[config.mk]
export PLATFORM = sky130hd
export DESIGN_NAME = life_gen_sequencer_flat
export DESIGN_NICKNAME = d
export VERILOG_FILES = /design/src/rtl/life_gen_sequencer_if.sv /design/src/rtl/life_gen_sequencer.sv /design/src/flat_wrapper.sv
export SDC_FILE = /design/constraint.sdc
export NUM_CORES = 1
export LEC_CHECK = 0
export BUFFER_PORTS_ARGS = -buffer_cell sky130_fd_sc_hd__buf_2
export CAP_MARGIN = 20
export CORE_ASPECT_RATIO = 1.5
export CORE_MARGIN = 2
export CORE_UTILIZATION = 50
export CTS_CLUSTER_DIAMETER = 30
export CTS_CLUSTER_SIZE = 12
export DETAILED_ROUTE_END_ITERATION = 8
export PLACE_DENSITY_LB_ADDON = 0.12
export SLEW_MARGIN = 0
export SYNTH_ARGS = -nofsm -noshare
export SYNTH_HDL_FRONTEND = slang
export SYNTH_SLANG_ARGS = --single-unit
[constraint.sdc]
create_clock -name clk_50MHz_i -period 4.8 [get_ports clk_50MHz_i]
set_clock_uncertainty 0.1 [all_clocks]
set_input_delay 0.96 -clock clk_50MHz_i [delete_from_list [all_inputs] [get_ports clk_50MHz_i]]
set_output_delay 0.96 -clock clk_50MHz_i [all_outputs]
set_load 0.05 [all_outputs]
[src/rtl/life_gen_sequencer_if.sv]
// Bus bundle between the Game of Life generation sequencer and its neighbours:
// the board row RAM, the super_sipo 3-row window and the next-gen row buffer.
//
// Parameters
//   COLS    board width in cells (super_sipo word width)
//   ADDR_W  row address width
//
// Signals (named from the sequencer's point of view)
//   start_i      request one generation
//   rd_en_o      board RAM read strobe, data valid one cycle later
//   rd_addr_o    board RAM row address
//   rd_data_i    board RAM row data, bit c = column c
//   sipo_en_o    super_sipo shift enable
//   sipo_d_o     super_sipo data in
//   window_i     super_sipo 3-row window: [COLS-1:0]=row r-1, middle=row r, top=row r+1
//   wr_en_o      next-gen buffer write strobe
//   wr_addr_o    next-gen row address
//   wr_data_o    next-gen row data
//   busy_o       generation in progress
//   done_o       one-cycle pulse after the last row write
//   gen_count_o  completed generations
//
// Modports
//   master  the sequencer
//   slave   the surrounding environment (RAM, super_sipo, buffer, top level)
interface life_gen_sequencer_if #(
    parameter int COLS   = 20,
    parameter int ADDR_W = 4
);
    logic                start_i;
    logic                rd_en_o;
    logic [ADDR_W-1:0]   rd_addr_o;
    logic [COLS-1:0]     rd_data_i;
    logic                sipo_en_o;
    logic [COLS-1:0]     sipo_d_o;
    logic [3*COLS-1:0]   window_i;
    logic                wr_en_o;
    logic [ADDR_W-1:0]   wr_addr_o;
    logic [COLS-1:0]     wr_data_o;
    logic                busy_o;
    logic                done_o;
    logic [15:0]         gen_count_o;

    modport master (
        input  start_i, rd_data_i, window_i,
        output rd_en_o, rd_addr_o, sipo_en_o, sipo_d_o,
               wr_en_o, wr_addr_o, wr_data_o, busy_o, done_o, gen_count_o
    );

    modport slave (
        output start_i, rd_data_i, window_i,
        input  rd_en_o, rd_addr_o, sipo_en_o, sipo_d_o,
               wr_en_o, wr_addr_o, wr_data_o, busy_o, done_o, gen_count_o
    );
endinterface

[src/rtl/life_gen_sequencer.sv]
// Game of Life generation controller. Reads the current board row by row
// from a synchronous row RAM, streams the rows into super_sipo (3-row window)
// and, for each row, evaluates the next state of the window's middle row and
// writes it to the next-gen buffer. The buffer swap lives at top level.
//
// Configuration macro: LIFE_WRAP_EN
//   defined   - toroidal board: rows and columns wrap; the top/bottom boundary
//               loads are real RAM reads of row ROWS-1 / row 0.
//   undefined - cells outside the board are dead; boundary loads are zero
//               words pushed into super_sipo without a RAM read.
//
// Ports
//   clk_50MHz_i  in   system clock, rising edge
//   rst_sync_i   in   synchronous reset, active-high; aborts a generation at once
//   bus          life_gen_sequencer_if.master (see interface file)
//
// State  | meaning
// -------+---------------------------------------------------------------
// IDLE   | waiting for start_i
// RD     | RAM read of the row selected by ld_idx
// LD     | push RAM data (or a dead zero row) into super_sipo
// EVAL   | window stable; register next-gen row and its address
// WR     | next-gen buffer write strobe
// DONE   | done pulse, generation counter increment
module life_gen_sequencer #(
    parameter int ROWS   = 16,
    parameter int COLS   = 20,
    parameter int ADDR_W = 4
) (
    input  logic                 clk_50MHz_i,
    input  logic                 rst_sync_i,
    life_gen_sequencer_if.master bus
);

`ifdef LIFE_WRAP_EN
    localparam bit WRAP = 1'b1;
`else
    localparam bit WRAP = 1'b0;
`endif

    // ld_idx walks the load sequence: 0 = top boundary, k = row k-1,
    // ROWS+1 = bottom boundary. It needs one bit more than a row address.
    localparam int IDX_W = ADDR_W + 1;

    localparam logic [2:0] S_IDLE = 3'd0;
    localparam logic [2:0] S_RD   = 3'd1;
    localparam logic [2:0] S_LD   = 3'd2;
    localparam logic [2:0] S_EVAL = 3'd3;
    localparam logic [2:0] S_WR   = 3'd4;
    localparam logic [2:0] S_DONE = 3'd5;

    localparam logic [IDX_W-1:0]  IDX_BOT  = IDX_W'(ROWS + 1);
    localparam logic [ADDR_W-1:0] LAST_ROW = ADDR_W'(ROWS - 1);

    logic [2:0]        state;
    logic [IDX_W-1:0]  ld_idx;
    logic [IDX_W-1:0]  next_idx;
    logic [ADDR_W-1:0] wr_addr;
    logic [COLS-1:0]   wr_data;
    logic [15:0]       gen_count;

    logic              boundary;
    logic              dead_load;
    logic              next_dead;
    logic [ADDR_W-1:0] load_row;

    logic [COLS-1:0]   row_bot;
    logic [COLS-1:0]   row_mid;
    logic [COLS-1:0]   row_top;
    logic [COLS+1:0]   pad_bot;
    logic [COLS+1:0]   pad_mid;
    logic [COLS+1:0]   pad_top;
    logic [COLS-1:0]   next_row;

    // ------------------------------------------------------------------
    // Load sequencing helpers
    // ------------------------------------------------------------------
    assign next_idx  = ld_idx + 1'b1;
    assign boundary  = (ld_idx == '0) || (ld_idx == IDX_BOT);
    assign dead_load = !WRAP && boundary;
    assign next_dead = !WRAP && (next_idx == IDX_BOT);

    // Boundary loads map onto the opposite edge of the board (only read
    // from RAM when wrapping); interior loads fetch row ld_idx-1.
    always_comb begin
        load_row = '0;
        if (ld_idx == '0) begin
            load_row = LAST_ROW;
        end else if (ld_idx != IDX_BOT) begin
            load_row = ADDR_W'(ld_idx - 1'b1);
        end
    end

    // ------------------------------------------------------------------
    // Next-state evaluation of the window's middle row
    // ------------------------------------------------------------------
    assign row_bot = bus.window_i[COLS-1:0];
    assign row_mid = bus.window_i[2*COLS-1:COLS];
    assign row_top = bus.window_i[3*COLS-1:2*COLS];

    // Padded rows: pad[0] is column -1, pad[c+1] is column c, pad[COLS+1]
    // is column COLS. Edge columns are dead or wrapped.
    assign pad_bot = WRAP ? {row_bot[0], row_bot, row_bot[COLS-1]} : {1'b0, row_bot, 1'b0};
    assign pad_mid = WRAP ? {row_mid[0], row_mid, row_mid[COLS-1]} : {1'b0, row_mid, 1'b0};
    assign pad_top = WRAP ? {row_top[0], row_top, row_top[COLS-1]} : {1'b0, row_top, 1'b0};

    for (genvar c = 0; c < COLS; c++) begin : g_cell
        logic [3:0] n;
        assign n = 4'(pad_bot[c]) + 4'(pad_bot[c+1]) + 4'(pad_bot[c+2])
                 + 4'(pad_mid[c])                    + 4'(pad_mid[c+2])
                 + 4'(pad_top[c]) + 4'(pad_top[c+1]) + 4'(pad_top[c+2]);
        assign next_row[c] = (n == 4'd3) | (pad_mid[c+1] & (n == 4'd2));
    end

    // ------------------------------------------------------------------
    // FSM
    // ------------------------------------------------------------------
    always_ff @(posedge clk_50MHz_i) begin
        if (rst_sync_i) begin
            state     <= S_IDLE;
            ld_idx    <= '0;
            wr_addr   <= '0;
            wr_data   <= '0;
            gen_count <= '0;
        end else begin
            case (state)
                S_IDLE: begin
                    if (bus.start_i) begin
                        ld_idx <= '0;
                        state  <= WRAP ? S_RD : S_LD;
                    end
                end
                S_RD: begin
                    state <= S_LD;
                end
                S_LD: begin
                    // Loads 0 and 1 only prime the window; from load 2 on
                    // every load completes a window to evaluate.
                    if (ld_idx < IDX_W'(2)) begin
                        ld_idx <= next_idx;
                        state  <= S_RD;
                    end else begin
                        state <= S_EVAL;
                    end
                end
                S_EVAL: begin
                    wr_data <= next_row;
                    wr_addr <= ADDR_W'(ld_idx - IDX_W'(2));
                    state   <= S_WR;
                end
                S_WR: begin
                    if (wr_addr == LAST_ROW) begin
                        state <= S_DONE;
                    end else begin
                        ld_idx <= next_idx;
                        state  <= next_dead ? S_LD : S_RD;
                    end
                end
                S_DONE: begin
                    gen_count <= gen_count + 16'd1;
                    state     <= S_IDLE;
                end
                default: begin
                    state <= S_IDLE;
                end
            endcase
        end
    end

    // ------------------------------------------------------------------
    // Outputs
    // ------------------------------------------------------------------
    assign bus.rd_en_o     = (state == S_RD);
    assign bus.rd_addr_o   = (state == S_RD) ? load_row : '0;
    assign bus.sipo_en_o   = (state == S_LD);
    assign bus.sipo_d_o    = ((state == S_LD) && !dead_load) ? bus.rd_data_i : '0;
    assign bus.wr_en_o     = (state == S_WR);
    assign bus.wr_addr_o   = wr_addr;
    assign bus.wr_data_o   = wr_data;
    assign bus.busy_o      = (state == S_RD) || (state == S_LD) ||
                             (state == S_EVAL) || (state == S_WR);
    assign bus.done_o      = (state == S_DONE);
    assign bus.gen_count_o = gen_count;

endmodule

[src/flat_wrapper.sv]
// flat-port wrapper written by rule: the top's interface ports become plain ports
module life_gen_sequencer_flat 
#(
    parameter int ROWS   = 16,
    parameter int COLS   = 20,
    parameter int ADDR_W = 4
)
  (clk_50MHz_i, rst_sync_i, bus_start_i, bus_rd_data_i, bus_window_i, bus_rd_en_o, bus_rd_addr_o, bus_sipo_en_o, bus_sipo_d_o, bus_wr_en_o, bus_wr_addr_o, bus_wr_data_o, bus_busy_o, bus_done_o, bus_gen_count_o);
  life_gen_sequencer_if #(.COLS(COLS), .ADDR_W(ADDR_W)) bus_i ();
  input  logic clk_50MHz_i;
  input  logic rst_sync_i;
  input wire logic [$bits(bus_i.start_i)-1:0] bus_start_i;
  input wire logic [$bits(bus_i.rd_data_i)-1:0] bus_rd_data_i;
  input wire logic [$bits(bus_i.window_i)-1:0] bus_window_i;
  output wire logic [$bits(bus_i.rd_en_o)-1:0] bus_rd_en_o;
  output wire logic [$bits(bus_i.rd_addr_o)-1:0] bus_rd_addr_o;
  output wire logic [$bits(bus_i.sipo_en_o)-1:0] bus_sipo_en_o;
  output wire logic [$bits(bus_i.sipo_d_o)-1:0] bus_sipo_d_o;
  output wire logic [$bits(bus_i.wr_en_o)-1:0] bus_wr_en_o;
  output wire logic [$bits(bus_i.wr_addr_o)-1:0] bus_wr_addr_o;
  output wire logic [$bits(bus_i.wr_data_o)-1:0] bus_wr_data_o;
  output wire logic [$bits(bus_i.busy_o)-1:0] bus_busy_o;
  output wire logic [$bits(bus_i.done_o)-1:0] bus_done_o;
  output wire logic [$bits(bus_i.gen_count_o)-1:0] bus_gen_count_o;
  assign bus_i.start_i = bus_start_i;
  assign bus_i.rd_data_i = bus_rd_data_i;
  assign bus_i.window_i = bus_window_i;
  assign bus_rd_en_o = bus_i.rd_en_o;
  assign bus_rd_addr_o = bus_i.rd_addr_o;
  assign bus_sipo_en_o = bus_i.sipo_en_o;
  assign bus_sipo_d_o = bus_i.sipo_d_o;
  assign bus_wr_en_o = bus_i.wr_en_o;
  assign bus_wr_addr_o = bus_i.wr_addr_o;
  assign bus_wr_data_o = bus_i.wr_data_o;
  assign bus_busy_o = bus_i.busy_o;
  assign bus_done_o = bus_i.done_o;
  assign bus_gen_count_o = bus_i.gen_count_o;
  life_gen_sequencer #(.ROWS(ROWS), .COLS(COLS), .ADDR_W(ADDR_W)) u_core (.clk_50MHz_i(clk_50MHz_i), .rst_sync_i(rst_sync_i), .bus(bus_i));
endmodule
==> run_results.csv, run 1 <==
group,metric,value,unit
outcome,status,"finished, final reports clean",
sta,fin_crit_sh,80.8,%
clock_tree,cts-root-buf,"clkbuf_16",
floorplanning,ios,152,
final_layout,num-fill-cells,1079,
critical_path,r2r_end,"u_core.bus.gen_count_o[15]$_SDFFE_PP0P_",
clock_tree,ctsResizeCount,0,
clock_tree,htreeDepth,2,
floorplanning,dieArea,12400,um^2
synthesis,ys_ff_latch,48,
drt,firstDrtPassIters,4,
clock_tree,cts_tree,"built",
drt,routedWlPerCell,13.1,um
final_layout,utilization,59.5,%
grt,track_usage,21.3,%
critical_path,worstPathMaxFanout,3,
synthesis,synthXorXnorAreaFrac,1.97,%
sta,min_period,3880,ps
clock_tree,clk_path_buf_depth,2,
drt,drtIter0Drc,84,
synthesis,async_reset_ff_share,0,%
final_layout,num_antenna_cells,0,
power_and_ir_drop,p_leak,3.63,nW
synthesis,synth_area_leaders,"fa_1 26%, dfxtp_1 17%, ha_1 14%",
synthesis,seq_area_frac_synth,16.6,%
critical_path,rr_startpoint,"u_core.state[2]$_SDFFE_PP0N_",
synthesis,synth_commonest_cells,"179 x inv_1, 76 x fa_1, 65 x ha_1",
power_and_ir_drop,ir_drop,0.144,mV
hold_path,hold_path_startpoint,"u_core.bus.wr_data_o[4]$_SDFFE_PP0N_",
hold_path,worstHoldPathType,"flip-flop to flip-flop",
clock_tree,holdBufCountCts,0,
placement,gp_congestion,0.828,
synthesis,synth_compound_area_share,8.47,%
hold_path,whs_endpoint,"u_core.bus.wr_data_o[4]$_SDFFE_PP0N_",
critical_path,startpoint_type,"input pin",
synthesis,synth_area,5780,um^2
synthesis,synth_cell_types,48,
critical_path,critPathLaunch,"bus_window_i[13]",
grt,grt-ovfl-total,0,
synthesis,synth-simple-area-share,17.3,%
sta,maxSlewHeadroom,63.8,%
critical_path,r2r_cells,4,
sta,finalHoldViolations,0,
synthesis,synth_cells,673,
grt,grt_pass1_wl,21.9,mm
power_and_ir_drop,power_density,216,nW/um^2
synthesis,yosysMostFrequentCell,"inv_1",
clock_tree,clkTransAtPathRegs,70,ps
sta,fin_hold_ws,350,ps
sta,setup_viol,0,
critical_path,worstPathArrival,4010,ps
synthesis,synthesis.nets,897,
drt,dr_total_vias,4876,
clock_tree,cts_made_buffers,5,
placement,port_buffers,151,
synthesis,synth_top_area_cell,"fa_1",
drt,routed_wl,12.6,mm
grt,antenna_found_initial,0,
synthesis,avgSynthCellArea,8.58,um^2
clock_tree,clock_latency,300,ps
grt,grt_pass1_vias,5059,
clock_tree,numClockSinks,48,
final_layout,area_delta_synth_final,17.6,%
critical_path,r2r_setup_slack,2710,ps
floorplanning,rows,48,
sta,fmax,258,MHz
sta,maxSlewViolCount,0,
synthesis,synth_top_family_by_area,"adder cells",
synthesis,synth_edf_count,0,
critical_path,end_kind,"flip-flop",
sta,rsz0062_at_grt,"no",
synthesis,synthAdderAreaFrac,40.4,%
floorplanning,coreArea,11400,um^2
final_layout,drive_gt1_share,21.1,%
sta,tightest_slew,542,ps
clock_tree,post_cts_buffers,0,
synthesis,yosysWarnings,0,
synthesis,synthMuxAreaShare,1.91,%
floorplanning,die_h,136,um
floorplanning,start_util,50.6,%
synthesis,netlist.area_leader.share,26.3,%
final_layout,fin_nets,1037,
critical_path,required,4930,ps
floorplanning,die_w,91.8,um
job,maxCapViolCount,0,
hold_path,whs_path_depth,2,
grt,grt_max_degree,48,
critical_path,crit_type,"input pin to flip-flop",
sta,tns,0,ps
drt,drc,0,
placement,dp_hpwl,10.7,mm
drt,ant_nets,0,
drt,via_per_inst,5.06,
synthesis,synth_ff_type,"dfxtp_1",
-- registers in the layout, summed over array words and instances, names as in the netlist --
| register | flops |
|---|---|
| u_core.bus.gen_count_o | 16 |
| u_core.bus.wr_addr_o | 4 |
| u_core.bus.wr_data_o | 20 |
| u_core.ld_idx | 5 |
| u_core.state | 3 |
-- power breakdown --
part | leakage (nW) | total [mW] | internal [mW] | switching (mW)
clock | 0.0660 | 0.364 | 0.194 | 0.170
sequential | 0.387 | 0.414 | 0.404 | 0.00990
combinational | 3.18 | 0.688 | 0.293 | 0.395
total | 3.63 | 1.47 | 0.892 | 0.574
-- metrics by stage --
step / total power, mW / area [um^2] / setup WS, ps / cells
2_1_floorplan: 0.928 / 5780 / 907 / 673
3_3_place_gp: 1.07 / 6650 / 685 / 956
3_5_place_dp: 1.12 / 6650 / 576 / 956
4_1_cts: 1.49 / 6790 / 891 / 964
5_1_grt: 1.62 / 6790 / 772 / 964
6_report: 1.47 / 6790 / 920 / 964
-- cell type report --
class / count / area, um^2 / share of cell area (%)
timing repair buffer: 154 / 778 / 11.5
inverter: 179 / 672 / 9.89
tap: 150 / 188 / 2.76
multi-input combinational: 425 / 4050 / 59.6
sequential: 48 / 961 / 14.1
clock inverter: 3 / 23.8 / 0.350
clock buffer: 5 / 125 / 1.84
-- worst max-delay path by stage --
stage / to / slack [ps] / depth (start not counted)
floorplan: u_core.bus.wr_data_o[1]$_SDFFE_PP0N_ / 910 / 10
global placement: u_core.bus.wr_data_o[14]$_SDFFE_PP0N_ / 680 / 11
detailed placement: u_core.bus.wr_data_o[14]$_SDFFE_PP0N_ / 580 / 11
CTS: u_core.bus.wr_data_o[14]$_SDFFE_PP0N_ / 890 / 11
global route: u_core.bus.wr_data_o[12]$_SDFFE_PP0N_ / 770 / 13
finish: u_core.bus.wr_data_o[14]$_SDFFE_PP0N_ / 920 / 11
-- placed cells by master, fill, tap and decap left out, types with 2 or more instances in the layout --
cell	n
xnor2_1	6
or4_1	19
a2111oi_0	2
ha_1	65
o2111ai_1	2
a211oi_1	13
nor3_1	5
nor2b_1	9
and2_1	21
nand2_1	38
o21ai_0	10
and3_1	3
clkbuf_16	5
nand3_1	6
o21a_1	4
mux2i_1	11
nor2_1	46
nand2b_1	2
xor2_1	7
fa_1	76
inv_1	179
nor3b_2	2
buf_4	3
and3b_1	2
or3_1	5
buf_2	151
a31o_2	3
nor3b_1	3
a21oi_1	33
o31ai_1	3
dfxtp_1	48
a31oi_1	6
nand4_1	9
clkinvlp_4	2
-- critical path, cell delays in order --
cell and delay [ps]:
buf_2 120, ha_1 290, inv_1 70, fa_1 420
fa_1 500, inv_1 50, fa_1 380, inv_1 100
fa_1 410, or4_1 550, a21oi_1 160
-- routing by layer --
layer | up-vias | GRT usage (%) | wire length (um)
met5 | - | 0 | 0
met1 | 2350 | 22.9 | 4840
met3 | 11 | 3.23 | 575
li1 | 2411 | - | -
met2 | 104 | 42.7 | 7080
met4 | 0 | 5.22 | 144
-- kinds of logic (layout without fill, tap and decap cells) --
logic type | count (synthesis) | count (layout)
and+or+nand+nor | 181 | 181
xor gates and xnor gates | 13 | 13
muxes | 11 | 11
adders and majority gates | 141 | 141
AOI/OAI and AO/OA | 79 | 79
buffers and inverters | 200 | 341
DFF | 48 | 48
Note: power is estimated with default switching activity, not from simulation.
==> run 2: changes to the inputs <==
==> constraint.sdc (replaced) <==
create_clock -name clk_50MHz_i -period 3.2 [get_ports clk_50MHz_i]
set_clock_uncertainty 0.1 [all_clocks]
set_input_delay 0.64 -clock clk_50MHz_i [delete_from_list [all_inputs] [get_ports clk_50MHz_i]]
set_output_delay 0.64 -clock clk_50MHz_i [all_outputs]
set_load 0.05 [all_outputs]
==> run 2 against run 1 <==
  * The flow now finishes with violations (setup timing)
  * Sequential cell count did not move
  * Critical path depth unchanged
  * Largest power group unchanged
  * Global-route usage increased by 1.7 points
  * Via count up 2.6%
  * Power up 75%
  * Largest cell class unchanged
  * Sequential power up 50%
==> run_results.csv, run 2 (synthesized netlist as in run 1, its figures left out) <==
group,metric,value,unit
sta,tightest_slew,475,ps
power_and_ir_drop,switching_share,37.7,%
sta,maxSlewViolCount,0,
grt,track_usage,23.0,%
grt,grt_pass1_wl,23.3,mm
sta,finalHoldViolations,0,
final_layout,final_area,7740,um^2
critical_path,crit_top_cell,"inv_2",
final_layout,area_delta_synth_final,34.0,%
power_and_ir_drop,pwr-share-seq,24.2,%
critical_path,cp_cell_sequence,"buf_8 -> ha_4 -> inv_2 -> fa_1 -> fa_1 -> inv_2 -> fa_2 -> inv_2 -> fa_2 -> or4_4 -> a21oi_2",
final_layout,layout_common_cells,"134 x inv_1, 132 x buf_2, 48 x dfxtp_1",
grt,grt_max_degree,40,
drt,routed_wl,13.8,mm
drt,routedWlPerCell,13.8,um
placement,dpl_cell_area,6990,um^2
final_layout,num_antenna_cells,0,
floorplanning,coreArea,11400,um^2
clock_tree,cts_tree,"built",
sta,maxSlewHeadroom,68.1,%
clock_tree,cts_made_buffers,5,
critical_path,worstPathArrival,3520,ps
drt,ant_nets,0,
critical_path,end_kind,"flip-flop",
floorplanning,die_h,136,um
critical_path,required,3330,ps
drt,drtIter0Drc,97,
hold_path,worstHoldPathType,"flip-flop to flip-flop",
sta,fin_hold_ws,351,ps
critical_path,startpoint_type,"input pin",
outcome,violations,"setup timing",
clock_tree,clk_path_buf_depth,2,
sta,fin_crit_sh,106,%
sta,setup_viol,16,
power_and_ir_drop,combinationalPowerShare,51.5,%
sta,tns,-2280,ps
floorplanning,ios,152,
floorplanning,start_util,50.6,%
power_and_ir_drop,power_density,332,nW/um^2
sta,fmax,295,MHz
drt,dr_total_vias,5005,
critical_path,cp_slowest_cell,"fa_1",
clock_tree,clkTransAtPathRegs,80,ps
placement,dp_hpwl,11.2,mm
grt,grt-ovfl-total,0,
clock_tree,htreeDepth,2,
floorplanning,die_w,91.8,um
drt,drc,0,
power_and_ir_drop,intPower,1.60,mW
critical_path,worstPathMaxFanout,3,
grt,antenna_found_initial,0,
final_layout,layout.cells.most_common,"inv_1",
drt,via_per_inst,5.00,
sta,setup_ws,-190,ps
sta,min_period,3390,ps
clock_tree,numClockSinks,48,
job,maxCapViolCount,0,
placement,port_buffers,151,
placement,gp_congestion,0.855,
grt,grt_pass1_vias,5422,
power_and_ir_drop,ir_drop,0.254,mV
outcome,status,"complete, but fails checks",
final_layout,largest_reg_flops,20,
critical_path,critPathMaxStageDelay,500,ps
drt,firstDrtPassIters,6,
clock_tree,holdBufCountCts,0,
floorplanning,rows,48,
clock_tree,cts-root-buf,"clkbuf_16",
final_layout,drive_gt1_share,39.2,%
power_and_ir_drop,p_switching,968,uW
power_and_ir_drop,p_clk_share,24.3,%
final_layout,fin_nets,1075,
clock_tree,clock_latency,300,ps
power_and_ir_drop,p_leak,3.85,nW
sta,rsz0062_at_grt,"yes",
critical_path,crit_type,"input pin to flip-flop",
power_and_ir_drop,total_power,2.57,mW
floorplanning,dieArea,12400,um^2
## run 2: cell count changes in the layout (fill, tap and decap cells not counted), sizes merged
cell | previous run | this run
buf | 154 | 192
bufinv | 0 | 1
clkinv | 1 | 0
inv | 179 | 180
clkinvlp | 2 | 1
## run 2: metal layers
layer / routed length (um) / global-route usage [%] / vias to the layer above
li1: - / - / 2480
met1: 5090 / 23.6 / 2358
met2: 7580 / 45.6 / 134
met3: 704 / 4.01 / 33
met4: 410 / 8.37 / 0
met5: 0 / 0 / -
## run 2: layout make-up
class                           count  area, um^2
Fill cell                         944        3670
Multi-Input combinational cell    425        4470
Sequential cell                    48         961
Clock buffer                        5         125
Clock inverter                      3        46.3
Tap cell                          150         188
Inverter                          179         672
Timing Repair Buffer              192        1270
## run 2: power by group through the flow
stage                     registers (mW)  clock network, mW  logic, mW
final                              0.621              0.625       1.32
after floorplan                    0.646                  0      0.800
after global routing               0.623              0.668       1.52
after CTS                          0.621              0.644       1.31
after detailed placement           0.635                  0       1.15
after global placement             0.635                  0       1.06
## run 2: final timing paths
path                                          from                                       to  slack [ps]  cells after the start
max reg2reg           u_core.state[2]$_SDFFE_PP0N_  u_core.bus.gen_count_o[15]$_SDFFE_PP0P_        1090                      4
max                                bus_window_i[2]     u_core.bus.wr_data_o[3]$_SDFFE_PP0N_        -190                     11
min          u_core.bus.wr_data_o[17]$_SDFFE_PP0N_    u_core.bus.wr_data_o[17]$_SDFFE_PP0N_         350                      2
min reg2reg  u_core.bus.wr_data_o[17]$_SDFFE_PP0N_    u_core.bus.wr_data_o[17]$_SDFFE_PP0N_         350                      2
## run 2: worst max-delay path, delay by kind of cell
| kind | cells | cell delay [ps] |
|---|---|---|
| buffers and inverters | 4 | 250 |
| AND/OR/NAND/NOR | 1 | 480 |
| AO/OA/AOI/OAI | 1 | 130 |
| adder cells (fa/ha/maj) | 5 | 2010 |
## run 2: what timing repair did
item	CTS	global route
setup buffers	10	0
resized for setup	112	23
hold endpoints to repair	0	0
pin swaps	91	43
setup endpoints to repair	18	18
## run 2: metrics by stage
stage | setup WS [ps] | cells | util [%]
5_1_grt | -296 | 1002 | 67.8
6_report | -190 | 1002 | 67.8
4_1_cts | -240 | 1002 | 67.1
3_3_place_gp | -565 | 984 | 61.2
3_5_place_dp | -643 | 984 | 61.2
2_1_floorplan | -314 | 673 | -
==> run 3: changes to the inputs <==
==> constraint.sdc (replaced) <==
create_clock -name clk_50MHz_i -period 4 [get_ports clk_50MHz_i]
set_clock_uncertainty 0.1 [all_clocks]
set_input_delay 0.8 -clock clk_50MHz_i [delete_from_list [all_inputs] [get_ports clk_50MHz_i]]
set_output_delay 0.8 -clock clk_50MHz_i [all_outputs]
set_load 0.05 [all_outputs]
==> run 3 against run 2 <==
  * The flow now finishes without violations
  * Worst setup slack better by 490 ps
  * Critical path depth up 2
  * Routed wire length down 6.9%
  * Core utilization down 8.0 points
  * Register-to-register slack better by 800 ps
  * Via count down 2.3%
  * Largest cell class unchanged
  * Sequential power down 20%
  * Non-clock buffer count down 37
  * First-iteration DRC count up 35%
  * Critical path type unchanged
  * Power down 29%
  * Clock power down 20%
==> run_results.csv, run 3 (synthesized netlist as in run 1, its figures left out) <==
group,metric,value,unit
grt,antenna_found_initial,0,
floorplanning,die_h,136,um
final_layout,final_area,6820,um^2
critical_path,crit_type,"input pin to flip-flop",
clock_tree,cts_made_buffers,5,
job,maxCapViolCount,0,
critical_path,critPathTopFamily,"adder cells",
clock_tree,numClockSinks,48,
drt,routed_wl,12.8,mm
critical_path,worstPathArrival,3820,ps
power_and_ir_drop,intPower,1.14,mW
drt,ant_nets,0,
critical_path,cp_cell_sequence,"buf_2 -> ha_1 -> inv_1 -> fa_1 -> fa_1 -> inv_1 -> fa_1 -> inv_1 -> fa_1 -> a211oi_1 -> mux2i_1 -> or4_1 -> a21oi_1",
grt,track_usage,21.8,%
floorplanning,ios,152,
placement,gp_congestion,0.835,
power_and_ir_drop,pwr-share-seq,27.2,%
sta,maxSlewViolCount,0,
final_layout,layout_common_cells,"179 x inv_1, 151 x buf_2, 76 x fa_1",
drt,routedWlPerCell,13.3,um
sta,rsz0062_at_grt,"no",
final_layout,area_delta_synth_final,18.1,%
critical_path,cp_slowest_cell,"fa_1",
critical_path,critPathMaxStageDelay,510,ps
final_layout,num_antenna_cells,0,
sta,tightest_slew,599,ps
clock_tree,post_cts_buffers,0,
sta,min_period,3700,ps
final_layout,num-fill-cells,1050,
clock_tree,cts-root-buf,"clkbuf_16",
grt,grt_pass1_wl,22.2,mm
hold_path,worstHoldPathType,"flip-flop to flip-flop",
drt,drtIter0Drc,131,
drt,firstDrtPassIters,4,
clock_tree,clkTransAtPathRegs,70,ps
floorplanning,coreArea,11400,um^2
critical_path,crit_top_cell,"fa_1",
critical_path,worstPathMaxFanout,3,
power_and_ir_drop,power_density,267,nW/um^2
floorplanning,die_w,91.8,um
clock_tree,ctsResizeCount,0,
power_and_ir_drop,total_power,1.82,mW
final_layout,fin_nets,1038,
critical_path,required,4130,ps
final_layout,fin_cells,965,
grt,grt_pass1_vias,5137,
sta,finalHoldViolations,0,
final_layout,utilization,59.8,%
placement,dp_hpwl,11.1,mm
final_layout,drive_gt1_share,21.2,%
sta,fin_hold_ws,349,ps
drt,dr_total_vias,4889,
critical_path,startpoint_type,"input pin",
clock_tree,clk_path_buf_depth,2,
clock_tree,holdBufCountCts,0,
clock_tree,htreeDepth,2,
placement,dpl_cell_area,6650,um^2
clock_tree,cts_tree,"built",
critical_path,end_kind,"flip-flop",
floorplanning,dieArea,12400,um^2
final_layout,layout.cells.most_common,"inv_1",
outcome,status,"finished, final reports clean",
power_and_ir_drop,ir_drop,0.235,mV
drt,via_per_inst,5.07,
placement,numPlacedInstances,957,
clock_tree,clock_latency,300,ps
power_and_ir_drop,p_leak,3.65,nW
sta,fmax,270,MHz
final_layout,largest_reg_flops,20,
sta,setup_viol,0,
critical_path,crit_buf_inv,4,
power_and_ir_drop,combinationalPowerShare,45.3,%
placement,port_buffers,151,
drt,drc,0,
floorplanning,rows,48,
power_and_ir_drop,p_switching,689,uW
floorplanning,start_util,50.6,%
power_and_ir_drop,switching_share,37.8,%
sta,maxSlewHeadroom,60.0,%
grt,grt-ovfl-total,0,
power_and_ir_drop,p_clk_share,27.4,%
grt,grt_max_degree,36,
sta,fin_crit_sh,92.5,%
==> run 3: worst paths after layout <==
path / cells after the start / slack [ps] / startpoint / end
setup / recovery: 13 / 300 / bus_window_i[14] / u_core.bus.wr_data_o[15]$_SDFFE_PP0N_
hold / removal: 2 / 350 / u_core.bus.wr_data_o[4]$_SDFFE_PP0N_ / u_core.bus.wr_data_o[4]$_SDFFE_PP0N_
setup reg to reg: 4 / 1890 / u_core.state[2]$_SDFFE_PP0N_ / u_core.bus.gen_count_o[15]$_SDFFE_PP0P_
hold reg to reg: 2 / 350 / u_core.bus.wr_data_o[4]$_SDFFE_PP0N_ / u_core.bus.wr_data_o[4]$_SDFFE_PP0N_
==> run 3: cell type report <==
cell class,instances,area [um^2],area share (%)
Clock buffer,5,125,1.83
Tap cell,150,188,2.75
Sequential cell,48,961,14.1
Timing Repair Buffer,155,786,11.5
Multi-Input combinational cell,425,4050,59.3
Clock inverter,3,46.3,0.678
Inverter,179,672,9.85
==> run 3: layer usage <==
| metal | vias up | GRT usage [%] | part of all wire, % |
|---|---|---|---|
| li1 | 2412 | - | - |
| met1 | 2353 | 23.8 | 37 |
| met2 | 108 | 42.9 | 57 |
| met3 | 16 | 3.45 | 4.5 |
| met4 | 0 | 6.14 | 1.8 |
| met5 | - | 0 | 0 |
==> run 3: power by group through the flow <==
stage	clock, mW	combinational [mW]	sequential, mW
after global placement	0	0.777	0.508
after CTS	0.514	0.848	0.497
after floorplan	0	0.597	0.517
after global routing	0.530	0.987	0.499
final	0.500	0.827	0.497
after detailed placement	0	0.845	0.508
==> run 3: worst register-to-register path: cells and delay by family (launching register included) <==
kind            cells  cell delay [ps]
compound gates      1              150
flops               1              590
simple gates        3             1210
==> run 3: through the flow <==
| stage | worst slack [ps] | TNS [ps] |
|---|---|---|
| after floorplan | 267 | 0 |
| after global placement | 44.7 | 0 |
| after detailed placement | -32.9 | -59.1 |
| after CTS | 274 | 0 |
| after global routing | 159 | 0 |
| final | 302 | 0 |
